`src/rtl/mine_field_gen_pkg.sv`:
```
// Shared types and constants for the self-populating minesweeper board:
// FSM encoding, LFSR taps and width helpers.
package minefield_pkg;

  localparam int unsigned ADJ_W  = 4;
  localparam int unsigned LFSR_W = 16;
  // x^16 + x^14 + x^13 + x^11 + 1, taps on bits 15, 13, 12, 10
  localparam logic [LFSR_W-1:0] LFSR_TAPS = 16'hB400;

  typedef enum logic [1:0] {
    ST_IDLE  = 2'd0,
    ST_CLEAR = 2'd1,
    ST_PICK  = 2'd2,
    ST_DONE  = 2'd3
  } state_e;

  // Width able to index n values, never narrower than one bit
  function automatic int unsigned cw(input int unsigned n);
    return (n <= 2) ? 1 : $clog2(n);
  endfunction

  function automatic logic [LFSR_W-1:0] lfsr_next(input logic [LFSR_W-1:0] l);
    return {l[LFSR_W-2:0], ^(l & LFSR_TAPS)};
  endfunction

endpackage

```
`src/rtl/mine_field_gen_if.sv`:
```
// Control, status and read-port bundle between the game FSM (master)
// and the board generator (slave).
interface mine_field_gen_if
  import minefield_pkg::*;
#(
  parameter int unsigned WIDTH     = 8,
  parameter int unsigned HEIGHT    = 8,
  parameter int unsigned NUM_MINES = 10
) ();
  localparam int unsigned XW  = cw(WIDTH);
  localparam int unsigned YW  = cw(HEIGHT);
  localparam int unsigned PCW = cw(NUM_MINES + 1);

  logic             start;
  logic [XW-1:0]    safe_x;
  logic [YW-1:0]    safe_y;
  logic             seed_load;
  logic [15:0]      seed;
  logic             busy;
  logic             done;
  logic [PCW-1:0]   placed_count;
  logic [XW-1:0]    read_x;
  logic [YW-1:0]    read_y;
  logic             read_mine;
  logic [ADJ_W-1:0] read_adj;

  modport master (
    output start, safe_x, safe_y, seed_load, seed, read_x, read_y,
    input  busy, done, placed_count, read_mine, read_adj
  );

  modport slave (
    input  start, safe_x, safe_y, seed_load, seed, read_x, read_y,
    output busy, done, placed_count, read_mine, read_adj
  );
endinterface

```
`src/rtl/mine_field_gen_lfsr16.sv`:
```
// Seedable 16-bit Fibonacci LFSR; a zero seed is replaced by RESET_SEED
// so the register can never lock up at zero.
module lfsr16
  import minefield_pkg::*;
#(
  parameter logic [LFSR_W-1:0] RESET_SEED = 16'hACE1,
  parameter int unsigned       OUT_W      = 6
) (
  input  logic              clk_tb,
  input  logic              reset_tb,
  input  logic              load,
  input  logic [LFSR_W-1:0] seed,
  input  logic              step,
  output logic [OUT_W-1:0]  value
);
  logic [LFSR_W-1:0] lfsr_q;

  always_ff @(posedge clk_tb or negedge reset_tb) begin
    if (!reset_tb)   lfsr_q <= RESET_SEED;
    else if (load)   lfsr_q <= (seed == '0) ? RESET_SEED : seed;
    else if (step)   lfsr_q <= lfsr_next(lfsr_q);
  end

  assign value = lfsr_q[OUT_W-1:0];
endmodule

```
`src/rtl/mine_field_gen.sv`:
```
// Minesweeper board generator: clears the mine and adjacency planes, then
// places NUM_MINES LFSR-chosen mines outside the first-click 3x3 safe zone.
module mine_field_gen
  import minefield_pkg::*;
#(
  parameter int unsigned WIDTH     = 8,
  parameter int unsigned HEIGHT    = 8,
  parameter int unsigned NUM_MINES = 10,
  parameter logic [15:0] LFSR_SEED = 16'hACE1
) (
  input logic             clk_tb,
  input logic             reset_tb,
  mine_field_gen_if.slave bus
);
  localparam int unsigned XW  = cw(WIDTH);
  localparam int unsigned YW  = cw(HEIGHT);
  localparam int unsigned PCW = cw(NUM_MINES + 1);

  if (int'(NUM_MINES) > int'(WIDTH * HEIGHT) - 9) begin : g_bad_mines
    $error("NUM_MINES exceeds WIDTH*HEIGHT-9");
  end
  if (XW + YW > 16) begin : g_bad_dims
    $error("board coordinates do not fit in the 16-bit LFSR");
  end

  state_e           state_q;
  logic             busy_q, done_q;
  logic [PCW-1:0]   placed_q;
  logic [XW-1:0]    sx_q;
  logic [YW-1:0]    sy_q;
  logic             mine_q [HEIGHT][WIDTH];
  logic [ADJ_W-1:0] adj_q  [HEIGHT][WIDTH];

  logic [XW+YW-1:0] cand_bits;
  logic [XW-1:0]    cx_c;
  logic [YW-1:0]    cy_c;
  int               dx_c, dy_c;
  logic             hit_c, safe_c, accept_c;
  logic             cand_c [HEIGHT][WIDTH];
  logic             nb_c   [HEIGHT][WIDTH];

  lfsr16 #(.RESET_SEED(LFSR_SEED), .OUT_W(XW + YW)) u_lfsr (
    .clk_tb   (clk_tb),
    .reset_tb (reset_tb),
    .load     (state_q == ST_IDLE && bus.seed_load),
    .seed     (bus.seed),
    .step     (state_q == ST_PICK),
    .value    (cand_bits)
  );

  assign cx_c = cand_bits[XW-1:0];
  assign cy_c = cand_bits[XW+YW-1:XW];

  // Candidate decode: target cell, its clipped neighbourhood, and accept decision
  always_comb begin
    hit_c = 1'b0;
    dx_c  = int'(cx_c) - int'(sx_q);
    dy_c  = int'(cy_c) - int'(sy_q);
    for (int y = 0; y < int'(HEIGHT); y++) begin
      for (int x = 0; x < int'(WIDTH); x++) begin
        cand_c[y][x] = (x == int'(cx_c)) && (y == int'(cy_c));
        nb_c[y][x]   = (x - int'(cx_c) >= -1) && (x - int'(cx_c) <= 1) &&
                       (y - int'(cy_c) >= -1) && (y - int'(cy_c) <= 1) &&
                       !cand_c[y][x];
        hit_c        = hit_c | (cand_c[y][x] & mine_q[y][x]);
      end
    end
    safe_c   = (dx_c >= -1) && (dx_c <= 1) && (dy_c >= -1) && (dy_c <= 1);
    // hit_c stays low when the candidate is off-board, so range is checked separately
    accept_c = (state_q == ST_PICK) && (32'(cx_c) < WIDTH) && (32'(cy_c) < HEIGHT) &&
               !hit_c && !safe_c;
  end

  // Combinational read port; out-of-range coordinates match no cell and read 0/0
  always_comb begin
    bus.read_mine = 1'b0;
    bus.read_adj  = '0;
    for (int y = 0; y < int'(HEIGHT); y++) begin
      for (int x = 0; x < int'(WIDTH); x++) begin
        if (x == int'(bus.read_x) && y == int'(bus.read_y)) begin
          bus.read_mine = mine_q[y][x];
          bus.read_adj  = adj_q[y][x];
        end
      end
    end
  end

  always_ff @(posedge clk_tb or negedge reset_tb) begin
    if (!reset_tb) begin
      state_q  <= ST_IDLE;
      busy_q   <= 1'b0;
      done_q   <= 1'b0;
      placed_q <= '0;
      sx_q     <= '0;
      sy_q     <= '0;
      for (int y = 0; y < int'(HEIGHT); y++) begin
        for (int x = 0; x < int'(WIDTH); x++) begin
          mine_q[y][x] <= 1'b0;
          adj_q[y][x]  <= '0;
        end
      end
    end else begin
      done_q <= 1'b0;
      unique case (state_q)
        ST_IDLE: begin
          if (bus.start) begin
            sx_q    <= bus.safe_x;
            sy_q    <= bus.safe_y;
            busy_q  <= 1'b1;
            state_q <= ST_CLEAR;
          end
        end
        ST_CLEAR: begin
          for (int y = 0; y < int'(HEIGHT); y++) begin
            for (int x = 0; x < int'(WIDTH); x++) begin
              mine_q[y][x] <= 1'b0;
              adj_q[y][x]  <= '0;
            end
          end
          placed_q <= '0;
          state_q  <= ST_PICK;
        end
        ST_PICK: begin
          if (placed_q == PCW'(NUM_MINES)) begin
            busy_q  <= 1'b0;
            done_q  <= 1'b1;
            state_q <= ST_DONE;
          end else if (accept_c) begin
            // Mine and its up-to-8 neighbours update in a single edge
            for (int y = 0; y < int'(HEIGHT); y++) begin
              for (int x = 0; x < int'(WIDTH); x++) begin
                if (cand_c[y][x]) mine_q[y][x] <= 1'b1;
                if (nb_c[y][x])   adj_q[y][x]  <= adj_q[y][x] + ADJ_W'(1);
              end
            end
            placed_q <= placed_q + PCW'(1);
            if (placed_q == PCW'(NUM_MINES - 1)) begin
              busy_q  <= 1'b0;
              done_q  <= 1'b1;
              state_q <= ST_DONE;
            end
          end
        end
        ST_DONE: state_q <= ST_IDLE;
        default: state_q <= ST_IDLE;
      endcase
    end
  end

  assign bus.busy         = busy_q;
  assign bus.done         = done_q;
  assign bus.placed_count = placed_q;
endmodule
```
`src/flat_wrapper.sv`:
```
// flat-port wrapper written by rule: the top's interface ports become plain ports
module mine_field_gen_flat import minefield_pkg::*;
#(
  parameter int unsigned WIDTH     = 8,
  parameter int unsigned HEIGHT    = 8,
  parameter int unsigned NUM_MINES = 10,
  parameter logic [15:0] LFSR_SEED = 16'hACE1
)
  (clk_tb, reset_tb, bus_start, bus_safe_x, bus_safe_y, bus_seed_load, bus_seed, bus_read_x, bus_read_y, bus_busy, bus_done, bus_placed_count, bus_read_mine, bus_read_adj);
  mine_field_gen_if #(.WIDTH(WIDTH), .HEIGHT(HEIGHT), .NUM_MINES(NUM_MINES)) bus_i ();
  input logic clk_tb;
  input logic reset_tb;
  input wire logic [$bits(bus_i.start)-1:0] bus_start;
  input wire logic [$bits(bus_i.safe_x)-1:0] bus_safe_x;
  input wire logic [$bits(bus_i.safe_y)-1:0] bus_safe_y;
  input wire logic [$bits(bus_i.seed_load)-1:0] bus_seed_load;
  input wire logic [$bits(bus_i.seed)-1:0] bus_seed;
  input wire logic [$bits(bus_i.read_x)-1:0] bus_read_x;
  input wire logic [$bits(bus_i.read_y)-1:0] bus_read_y;
  output wire logic [$bits(bus_i.busy)-1:0] bus_busy;
  output wire logic [$bits(bus_i.done)-1:0] bus_done;
  output wire logic [$bits(bus_i.placed_count)-1:0] bus_placed_count;
  output wire logic [$bits(bus_i.read_mine)-1:0] bus_read_mine;
  output wire logic [$bits(bus_i.read_adj)-1:0] bus_read_adj;
  assign bus_i.start = bus_start;
  assign bus_i.safe_x = bus_safe_x;
  assign bus_i.safe_y = bus_safe_y;
  assign bus_i.seed_load = bus_seed_load;
  assign bus_i.seed = bus_seed;
  assign bus_i.read_x = bus_read_x;
  assign bus_i.read_y = bus_read_y;
  assign bus_busy = bus_i.busy;
  assign bus_done = bus_i.done;
  assign bus_placed_count = bus_i.placed_count;
  assign bus_read_mine = bus_i.read_mine;
  assign bus_read_adj = bus_i.read_adj;
  mine_field_gen #(.WIDTH(WIDTH), .HEIGHT(HEIGHT), .NUM_MINES(NUM_MINES), .LFSR_SEED(LFSR_SEED)) u_core (.clk_tb(clk_tb), .reset_tb(reset_tb), .bus(bus_i));
endmodule
```
`config.mk`:
```
export PLATFORM = sky130hd
export DESIGN_NAME = mine_field_gen_flat
export DESIGN_NICKNAME = d
export VERILOG_FILES = /design/src/rtl/mine_field_gen_pkg.sv /design/src/rtl/mine_field_gen_if.sv /design/src/rtl/mine_field_gen_lfsr16.sv /design/src/rtl/mine_field_gen.sv /design/src/flat_wrapper.sv
export SDC_FILE = /design/constraint.sdc
export NUM_CORES = 1
export LEC_CHECK = 0
export BUFFER_PORTS_ARGS = -buffer_cell sky130_fd_sc_hd__buf_4
export CAP_MARGIN = 20
export CORE_MARGIN = 2
export CORE_UTILIZATION = 30
export CTS_CLUSTER_DIAMETER = 40
export DETAILED_ROUTE_END_ITERATION = 16
export PLACE_DENSITY_LB_ADDON = 0.05
export SYNTH_ARGS = -nofsm -noshare
export SYNTH_HDL_FRONTEND = slang
export SYNTH_HIERARCHICAL = 1
export SYNTH_SLANG_ARGS = --single-unit
```
`constraint.sdc`:
```
create_clock -name clk_tb -period 4.23 [get_ports clk_tb]
set_input_delay 0.6345 -clock clk_tb [delete_from_list [all_inputs] [get_ports clk_tb]]
set_output_delay 0.6345 -clock clk_tb [all_outputs]
set_load 0.1 [all_outputs]
```
==> metrics.txt <==
outcome=complete, no violations; initial drt markers=~2.6k; Area after DPL=27300 um2; cell row count=around 110; WS Path Type=flop to output pin; worst r2r path cells=13; Sw Ratio=between 40 and 50%; via count=25.29k; Internal=~12 mW; gr usage total=27.68%; layout cells sized above 1=17.52%; first-pass GRT wire length=roughly 170000 um; clock power share=between 30% and 40%; Crit Path Max Fanout=4; die area=84800 um2; Slew HR=between 20% and 30%; Commonest cells post-synth=nand2_1 (374), dfrtp_1 (342), clkbuf_1 (180); logic gate share of total power=between 40% and 50%; # port buffers=42; Yosys reg bits=350; Synth Net Count=about 3.0k; Final Skew=around 0.035 ns; die width=around 290 um; CTS sink count=between 300 and 400; hpwl dp=83830 um; final setup vio count=0; Final nets=slightly above 3k; Max-Cap Viols=0; clock buffer count from CTS=94; total global routing overflow=0; antenna violations before repair=0; Initial Utilization=between 30% and 40%; die extent in y=291.2 um; H-tree Lvls=3; most frequent cell after synthesis=nand2_1; CP endpoint kind=output pin; area grow syn2layout=23.57%; Final period util=just under 100%; switching pwr=11.29 mW; Clk Latency, worst-skew pair=roughly 0.67 ns; Critical R2R Launch=u_core/u_lfsr/lfsr_q[0]; fin. max-slew vios=0; Largest stage delay, worst path=0.50 ns; final hold violations=0; register area share after synthesis=between 30% and 40%; Via density=between 6 and 7; Final Routed Wirelength=around 120000 um; dominant synthesized flop cell=dfrtp_1; CTS Buffer Depth=3; R2R Setup Slk=approximately 0.32 ns; Detailed Routing Iterations Pass 1=6; clock period minus worst slack=around 4.1 ns; Lkg Pwr=12.76 nW; worst-margin pin slew=1.073 ns; ranking of synthesized cells by area=dfrtp_1 (35%), nand2_1 (5.7%), ha_1 (4.8%), mux2i_1 (4.2%), nand3_1 (3.5%); vias in the first global route=~25k; synthesized area=roughly 25000 um2; Final Cell Area=30580 um2; routability cong.=a little under 1; Post-synth ARST share=100.0%; Yosys warning total=6; largest net degree at the start of global routing=141; fmax=approximately 250 MHz; # DRC=0; Reg clk slew, reported paths=~0.040 ns; RR Endpoint=u_core/adj_q[141]; Yosys top cell area share=between 30% and 40%; core area=a little over 80000 um2; crit-path cells=mux4_2 > mux2i_1 > o21ai_0 > a211oi_2 > o221ai_2 > a222oi_1 > buf_4 > o211ai_1 > buf_6; Startpoint Class=flop; peak supply drop=0.5391 mV; critical path arrival=3.44 ns; CTS tree=done; sequential power share=between 10% and 20%; hold buffers post-CTS=0; Yosys cell types=86; I/O pins=43; DR WL/cell=29.30 um; syn_area_per_cell=between 8 and 9 um2; worst hold path type=input port to asynchronous set/reset pin; root buffer cell=clkbuf_16; unrepaired setup endpoints after global routing=false; Routed Antenna Nets=0; Post-synth EDFFs=0; PD cells=roughly 750 nW/um2; Syn Inst Count=between 2k and 3k; Filler Cell Count=a little over 8k; Setup TNS=0 ns; CP required=3.60 ns; largest area contributor in the netlist=dfrtp_1; crit path max-delay cell type=mux4_2
[logic make-up after synthesis]
logic type	synth area share, %
multiplexers	7.635
AO/OA/AOI/OAI	24.90
adder cells (fa/ha/maj)	4.915
AND/OR/NAND/NOR	21.49
XOR/XNOR	0.2124
buffers and inverters	5.415
flip-flops	35.43
[flip-flops by register name, indices dropped and copies added (netlist names)]
register / count
u_core/adj_q: 256
u_core/bus.busy: 1
u_core/bus.done: 1
u_core/bus.placed_count: 4
u_core/mine_q: 64
u_core/state_q: 2
u_core/sx_q: 3
u_core/sy_q: 3
u_core/u_lfsr/lfsr_q: 16
[worst max-delay path, delay by kind of cell, from the launching register on]
family                 cells  cell delay (ns)
AOI/OAI and AO/OA          5             1.17
muxes                      2             0.71
DFF                        1             0.47
buffers and inverters      2             0.46
[timing repair]
action | CTS | global route
endpoints found under the setup margin | 0 | 6
resized for setup | 0 | 9
setup buffers | 0 | 0
[layout make-up]
class	count	area [um2]	area share [%]
diodes	1	2.502	0.008183
clock buffers	133	2699	8.826
multi-input cells	2168	14800	48.41
repair buffers	237	2108	6.894
inverters	82	316.6	1.035
well taps	1070	1339	4.378
clock inverters	38	539.3	1.764
flip-flops and latches	350	8771	28.68
[worst max-delay path by stage]
stage,start,to,slack [ns],cells after the start
finish,u_core/adj_q[239],bus_read_adj[3],0.15,9
global route,u_core/adj_q[253],bus_read_adj[1],0.02,10
CTS,u_core/adj_q[245],bus_read_adj[1],0.03,10
detailed placement,bus_read_x[0],bus_read_adj[1],0.15,11
global placement,bus_read_x[0],bus_read_adj[1],0.19,11
floorplan,bus_read_x[0],bus_read_adj[3],0.02,9
[per-layer routing]
layer,part of all wire (%),global-route usage (%),vias up
li1,-,-,11140
met1,43,36.40,12860
met2,45,43.83,1026
met3,7.2,6.032,259
met4,4.5,11.66,0
met5,0,0,-
[per-stage QoR]
step	utilization [%]	hold slack, ns	setup WS, ns	power, mW	cells
after floorplan	-	0.3389	0.01596	10.18	2844
after global placement	33.34	0.4951	0.1923	15.41	3905
after detailed placement	33.35	0.4959	0.1516	15.55	3906
after CTS	37.31	0.08719	0.02595	23.02	4077
after global routing	37.36	0.09777	0.01936	24.05	4078
final	37.36	0.07016	0.1542	23.07	4079
[power groups by stage]
stage	clock, mW	combinational [mW]	sequential (mW)
after floorplan	0	6.03	4.15
after global placement	0	11.1	4.33
after detailed placement	0	11.2	4.34
after CTS	7.49	11.2	4.29
after global routing	7.66	12.0	4.36
final	7.36	11.4	4.30
[layout by cell type (no fill, tap or decap), drive strengths merged, types with 31 or more instances in the layout]
cell type  count
and3          41
o221ai        55
mux2          35
o22ai         31
nor2         160
o211ai        86
dfrtp        342
buf          236
a21oi         97
a31oi         36
or3           39
clkbuf       134
nand2        374
o2bb2ai       58
inv           83
a211oi        58
nand3        174
mux2i        104
nand4         65
ha            94
o311ai        57
nor3          40
o21ai        137
No activity file was read; power rests on OpenSTA's default activity.
